**config.mk**
```make
export PLATFORM = sky130hd
export DESIGN_NAME = mac_rx_port_arbiter
export DESIGN_NICKNAME = d
export VERILOG_FILES = /design/src/rtl/rx_arb_pkg.sv /design/src/rtl/rr_pick.sv /design/src/rtl/mac_rx_port_arbiter.sv
export SDC_FILE = /design/constraint.sdc
export NUM_CORES = 1
export LEC_CHECK = 0
export ABC_AREA = 0
export CAP_MARGIN = 10
export CORE_UTILIZATION = 33
export DETAILED_ROUTE_END_ITERATION = 16
export PLACE_DENSITY = 0.85
export SYNTH_ARGS = -nofsm -noshare
export SYNTH_HDL_FRONTEND = slang
export SYNTH_SLANG_ARGS = --single-unit
export TNS_END_PERCENT = 100
```
**constraint.sdc**
```tcl
create_clock -name clk -period 2.3 [get_ports clk]
set_input_delay 0.23 -clock clk [delete_from_list [all_inputs] [get_ports clk]]
set_output_delay 0.23 -clock clk [all_outputs]
set_load 0.01 [all_outputs]
```
**src/rtl/rx_arb_pkg.sv**
```systemverilog
// rtl/rx_arb_pkg.sv - shared state encoding, default sizing and helpers for the RX port arbiter
package rx_arb_pkg;

    typedef enum logic [1:0] {
        IDLE  = 2'd0,
        PASS  = 2'd1,
        DRAIN = 2'd2
    } arb_state_t;

    localparam int RX_ARB_MAX_LEN = 1518;
    localparam int RX_ARB_LEN_W   = 16;

    // Next port index after p, wrapping from n-1 back to 0.
    function automatic int wrap_inc(input int p, input int n);
        return (p + 1 >= n) ? 0 : p + 1;
    endfunction

endpackage

```
**src/rtl/rr_pick.sv**
```systemverilog
// rtl/rr_pick.sv - combinational rotating priority encoder
//
// Returns the first asserted requester found scanning upward from ptr,
// wrapping modulo N_PORTS.
//   req    in   N_PORTS  request vector
//   ptr    in   PORT_W   highest-priority index
//   found  out  1        any request present
//   idx    out  PORT_W   winning index (0 when nothing found)
module rr_pick #(
    parameter int N_PORTS = 4,
    parameter int PORT_W  = 2
) (
    input  logic [N_PORTS-1:0] req,
    input  logic [PORT_W-1:0]  ptr,
    output logic               found,
    output logic [PORT_W-1:0]  idx
);

    always_comb begin
        logic [PORT_W-1:0] cand;
        cand  = '0;
        found = 1'b0;
        idx   = '0;
        // Walk from the farthest candidate back toward ptr so the nearest
        // asserted requester is written last and wins.
        for (int off = N_PORTS - 1; off >= 0; off--) begin
            cand = PORT_W'((int'(ptr) + off) % N_PORTS);
            if (req[cand]) begin
                found = 1'b1;
                idx   = cand;
            end
        end
    end

endmodule

```
**src/rtl/mac_rx_port_arbiter.sv**
```systemverilog
// rtl/mac_rx_port_arbiter.sv - packet-granular round-robin arbiter of MAC RX FIFOs into the header buffer
//
// A port keeps the grant from its first byte until its last byte is
// accepted, so frames never interleave. One idle cycle per frame is spent
// arbitrating; the data path is combinational while a port is granted.
//
// Optional feature macro: RX_ARB_MAXLEN_EN (frame truncation at MAX_LEN
// bytes, with the remainder of the frame drained and discarded).
//
//   clk        in   1          system clock, rising edge
//   rst        in   1          synchronous active-high reset
//   in_valid   in   N_PORTS    per-port byte valid
//   in_data    in   8*N_PORTS  per-port byte, port k at [8k+7:8k]
//   in_last    in   N_PORTS    per-port end-of-frame
//   in_ready   out  N_PORTS    per-port accept (granted port only)
//   out_valid  out  1          merged byte valid
//   out_data   out  8          merged byte (0x00 outside PASS)
//   out_last   out  1          merged end-of-frame
//   out_ready  in   1          downstream accept
//   out_port   out  PORT_W     currently granted port
//   trunc_evt  out  1          one-cycle pulse after a truncating byte
module mac_rx_port_arbiter
    import rx_arb_pkg::*;
#(
    parameter int N_PORTS = 4,
    parameter int PORT_W  = 2,
    parameter int MAX_LEN = RX_ARB_MAX_LEN,
    parameter int LEN_W   = RX_ARB_LEN_W
) (
    input  logic                   clk,
    input  logic                   rst,
    input  logic [N_PORTS-1:0]     in_valid,
    input  logic [8*N_PORTS-1:0]   in_data,
    input  logic [N_PORTS-1:0]     in_last,
    output logic [N_PORTS-1:0]     in_ready,
    output logic                   out_valid,
    output logic [7:0]             out_data,
    output logic                   out_last,
    input  logic                   out_ready,
    output logic [PORT_W-1:0]      out_port,
    output logic                   trunc_evt
);

    arb_state_t        state, state_next;
    logic [PORT_W-1:0] gnt, gnt_next;
    logic [PORT_W-1:0] rr_ptr, rr_next;
    logic [LEN_W-1:0]  byte_cnt, cnt_next;

    logic              pick_found;
    logic [PORT_W-1:0] pick_idx;

    logic              sel_valid;
    logic [7:0]        sel_data;
    logic              sel_last;
    logic [PORT_W-1:0] gnt_inc;

    rr_pick #(
        .N_PORTS (N_PORTS),
        .PORT_W  (PORT_W)
    ) u_rr_pick (
        .req   (in_valid),
        .ptr   (rr_ptr),
        .found (pick_found),
        .idx   (pick_idx)
    );

    assign sel_valid = in_valid[gnt];
    assign sel_data  = in_data[{gnt, 3'b000} +: 8];
    assign sel_last  = in_last[gnt];
    assign gnt_inc   = PORT_W'(wrap_inc(int'(gnt), N_PORTS));
    assign out_port  = gnt;

`ifdef RX_ARB_MAXLEN_EN
    logic trunc_q, trunc_next;
    assign trunc_evt = trunc_q;
`else
    logic unused_cfg;
    assign trunc_evt  = 1'b0;
    assign unused_cfg = ^(LEN_W'(MAX_LEN));
`endif

    always_comb begin
        state_next = state;
        gnt_next   = gnt;
        rr_next    = rr_ptr;
        cnt_next   = byte_cnt;
        out_valid  = 1'b0;
        out_data   = 8'h00;
        out_last   = 1'b0;
        in_ready   = '0;
`ifdef RX_ARB_MAXLEN_EN
        trunc_next = 1'b0;
`endif
        case (state)
            IDLE: begin
                if (pick_found) begin
                    gnt_next   = pick_idx;
                    cnt_next   = '0;
                    state_next = PASS;
                end
            end
            PASS: begin
                out_valid     = sel_valid;
                out_data      = sel_data;
                out_last      = sel_last;
                in_ready[gnt] = out_ready;
                if (sel_valid && out_ready) begin
                    if (byte_cnt != '1) begin
                        cnt_next = byte_cnt + 1'b1;
                    end
`ifdef RX_ARB_MAXLEN_EN
                    // byte_cnt counts bytes already accepted, so this fire is
                    // byte number MAX_LEN; a natural end here is not a cut.
                    if (!sel_last && byte_cnt == LEN_W'(MAX_LEN - 1)) begin
                        out_last   = 1'b1;
                        trunc_next = 1'b1;
                        state_next = DRAIN;
                    end else
`endif
                    if (sel_last) begin
                        rr_next    = gnt_inc;
                        state_next = IDLE;
                    end
                end
            end
`ifdef RX_ARB_MAXLEN_EN
            DRAIN: begin
                in_ready[gnt] = 1'b1;
                if (sel_valid && sel_last) begin
                    rr_next    = gnt_inc;
                    state_next = IDLE;
                end
            end
`endif
            default: state_next = IDLE;
        endcase
    end

    always_ff @(posedge clk) begin
        if (rst) begin
            state    <= IDLE;
            gnt      <= '0;
            rr_ptr   <= '0;
            byte_cnt <= '0;
`ifdef RX_ARB_MAXLEN_EN
            trunc_q  <= 1'b0;
`endif
        end else begin
            state    <= state_next;
            gnt      <= gnt_next;
            rr_ptr   <= rr_next;
            byte_cnt <= cnt_next;
`ifdef RX_ARB_MAXLEN_EN
            trunc_q  <= trunc_next;
`endif
        end
    end

endmodule

```
# Yosys cells after proc, flatten, opt, wreduce, memory -nomap -nowiden
# Cells that the tools add are included.
# word_totals
regBits,6
wordCells,57
out_inout_bits,17
# op_classes
n_reduce_logical,6
mux,31
shift,1
eq_ne,4
magnitude_cmp,7
bitwise_logic,1
n_addsub,4
# ops
cell,count
$shiftx 32x6->8,1
$mux 2,8
$lt 2x3->1 const B,5
$mux 1,13
$bmux 1 s2,6
$mux 8,1
$ne 2x2->1 const B,3
$reduce_and 3->1,2
$add 2x2->2 const B,2
$and 4x4->4,1
$mux 4,1
$pmux 2 s2,1
$add 2x1->3 const B,1
$ge 3x3->1 const B,1
$add 2x1->2 const B,1
$demux 1 s2,1
$eq 2x1->1 const B,1
$ge 2x1->1 const B,1
$logic_and 1x1->1,2
$logic_not 2->1,1
$reduce_and 2->1,1

# Depth between registers and ports, before layout
# depth
depth_word,9
ltp_mapped,5

# Hierarchy
# Synthesis repeated with hierarchy kept, for this count alone.
# unflattened
cells_unflattened,76
area_unflattened_um2,698.2
# modules_own_cells
mod,instances,seq_area_each_um2,cells_each,area_each_um2
mac_rx_port_arbiter,1,100.1,63,620.6
rr_pick,1,0.0,13,77.6

# Worst setup path after synthesis
# OpenSTA, ideal clock, no wires.
# synth_path
path_kind,flip-flop to output port
from,"reg gnt[0], in the netlist out_port[0]"
to,out out_data[0]
stages_incl_launch_ff,4
t_arrival_ns,1.403
slack_ns,0.667
n_path_buf,1
path_cell_list,dfxtp_1 -> clkbuf_8 -> mux4_2 -> and2_1
# synth_between
elab_chain_cells,2
# synth_lines
element,line,source
start: declaration,mac_rx_port_arbiter.sv:45,"logic [PORT_W-1:0] gnt, gnt_next;"
start signal: assignment,mac_rx_port_arbiter.sv:150,gnt <= gnt_next;
$shiftx 32x6->8,mac_rx_port_arbiter.sv:68,"assign sel_data = in_data[{gnt, 3'b000} +: 8];"
$mux 8,mac_rx_port_arbiter.sv:94,case (state)
end: declaration,mac_rx_port_arbiter.sv:37,"output logic [7:0] out_data,"
# No other way between the ends.

# Worst setup path in the final report
# layout_path
from,"reg gnt[0], in the netlist out_port[0]"
to,out out_data[7]
# Same word-level chain as after synthesis.

==> results by group <==
Worst setup path
  • WS Path Type: flop to output pin
  • Worst Setup SP: out_port[0]
  • Reg-to-Reg Start: out_port[0]
  • WP data required: around 2.1 ns
  • Nature of the critical path startpoint: flop
  • Worst endpoint data arrival time: about 2.0 ns
  • Worst reg-to-reg path cell count: 4
  • End of the worst register-to-register path: rr_ptr[1]
  • Critical Path Sink Type: output pin
  • Register-to-register setup slack: between 0.8 and 0.9 ns
  • CP Max Fanout: 5

Finish
  • Final net count: approximately 180
  • Layout cells sized above 1: 13.2%
  • Final Instance Area: around 1300 um2
  • Commonest non-fill, non-tap cell in the layout: clkdlybuf4s50_1
  • Antenna Cells: 0
  • Most frequent cells in the layout: clkdlybuf4s50_1 (58), and2_1 (9), inv_1 (7), mux4_2 (7), a21oi_1 (5)
  • P&R area growth vs syn: 94.4%

Synthesis
  • Sequential element share of the synthesized area: roughly 15%
  • Synth Flop Type: dfxtp_1
  • Asr flop ratio synth: 0%
  • Post-Synth Adder-Cell Area: 7.42%
  • Number of flops mapped to enable cells by yosys: 0
  • Syn Inst Count: 68
  • Synth Area in XOR/XNOR: 0%
  • Ys Warns: 0
  • Unique masters post-synth: 24
  • Largest family of logic cells by synthesized area: multiplexers
  • FF+latch count, synth: 5
  • Avg Inst Size Synth: just under 10 um2
  • Post-synth net total: 115
  • Simple-Gate Fraction of Synth Area: 20.4%
  • Complex-gate fraction of the synthesized area: between 10% and 20%
  • Mux contribution to synthesized area: a little over a third
  • Post-Syn Area: 674 um2

Global route
  • Vias in the first global route: 730
  • Total grt overflow: 0
  • Overall routing resource usage: around a fifth
  • Largest net degree at the start of global routing: 21
  • First-pass GRT wire length: around 3000 um
  • Initial antenna violation count: 0

Detailed routing
  • Initial DRT Pass Iterations: 3
  • Wire length per cell: ~14 um
  • Routed Antenna Nets: 0
  • Drt via density: roughly 5.1
  • DR DRC count: 0
  • DRT Wirelength: 2120 um
  • Vias: about 800
  • DR iter-0 viols: 5

STA
  • Min Tclk post-route: between 2 and 2.5 ns
  • Worst Tran Pin Value: 0.524 ns
  • Total negative slack: 0 ns
  • Worst hold margin: 0.515 ns
  • Fin. max-slew vios: 0
  • Max-slew headroom: roughly two thirds
  • Final Setup Violations: 0
  • Final Skew: slightly below 0.0005 ns
  • Fmax: roughly 450 MHz
  • Period Utilization, post-route: between 90% and 100%
  • Worst Setup Slack, final: slightly above 0.1 ns
  • RSZ-0062 raised after global routing: false
  • Final Hold Vio Count: 0

Floorplan
  • Starting Density: 37.0%
  • Die ar.: ~2200 um2
  • Core area: 1820 um2
  • Ports: 60
  • Die Width: 47.2 um
  • Rows: 15
  • Die Y: about 47 um

Run status
  • Run status: complete, no violations

Clocking
  • CTS Sinks: 5
  • TritonCTS clock tree: built
  • Max Buffers Root-to-Sink: 2
  • H-tree levels: 1
  • Hold_buf cts: 0
  • Total CTS buffers: 3
  • Worst skew pair latency: between 0.2 and 0.3 ns
  • Clock transition at path regs: 0.04 ns
  • Post-CTS setup buffers: 0
  • Post-CTS Resized: 1
  • Clk root buf: clkbuf_4

Min path
  • Hold_sp: rr_ptr[0]
  • Hold Path Sink: rr_ptr[0]
  • WHS Path Cells: 2
  • Worst Hold Class: flop to flop

Pwr
  • VDD IR max: around 0.20 mV
  • Overall power: around 420 uW
  • Power Dens Cells: approximately 320 nW/um2
  • LEAKAGE: between 0.0005 and 0.0006 uW

Placed design
  • Detailed-placement wirelength estimate: ~1800 um
  • Final GP Congestion: a little over 0.8
  • Pre-CTS setup slack: about 0.12 ns
  • Port bufs: between 50 and 60
  • Placed Area: roughly 1300 um2

Job
  • Max-Cap Viols: 0
flip-flops by register name, summed over array words and instances, names as in the netlist:
name	count
out_port	2
state	1
rr_ptr	2
logic make-up after synthesis:
| logic type | count (synthesis) |
|---|---|
| other | 1 |
| DFF | 5 |
| and+or+nand+nor | 23 |
| muxes | 11 |
| AOI/OAI and AO/OA | 12 |
| adders and majority gates | 4 |
| buffers and inverters | 12 |
cell type report:
cell class / instances / area [um2]
flip-flops and latches: 5 / 101
well taps: 25 / 31.3
clock buffers: 4 / 26.3
repair buffers: 62 / 611
multi-input cells: 51 / 515
inverters: 7 / 26.3
fillers: 145 / 509
layer usage:
metal  track usage [%]  up-vias  wire (um)
met2              42.2       43       1120
met4              6.86        0         21
met5                 0        -          0
met3              6.92        2        289
met1              16.3      358        683
li1                  -      378          -
power by group:
group	total [uW]	switching [uW]	internal (uW)
Clock	103	37.5	65.7
Sequential	106	13.2	92.4
Combinational	210	62.8	147
cells in the mapped netlist (2+ instances only):
master    count  share of area [%]
and2_1        9                8.3
inv_1         7                3.9
mux4_2        7                 23
a21oi_1       5                3.7
dfxtp_1       5                 15
and3_1        4                3.7
ha_1          4                7.4
nor2_1        4                2.2
clkbuf_1      3                1.7
mux4_1        3                 12
o221ai_1      3                3.9
o21ai_0       2                1.5
worst max path at each step:
stage,end
floorplan,out_data[0]
global placement,out_valid
detailed placement,out_valid
CTS,out_data[7]
global route,out_data[7]
finish,out_data[7]
critical path, stage by stage (launching register included):
cell             delay, ns
dfxtp_2               0.37
buf_4                 0.18
mux4_1                0.54
and2_1                0.16
clkdlybuf4s50_1       0.47
stage by stage:
stage	instances	util, %
floorplan	68	-
global placement	150	70.5
detailed placement	150	70.5
CTS	154	72.0
global route	154	72.0
finish	154	72.0
No activity file was read; power rests on OpenSTA's default activity.
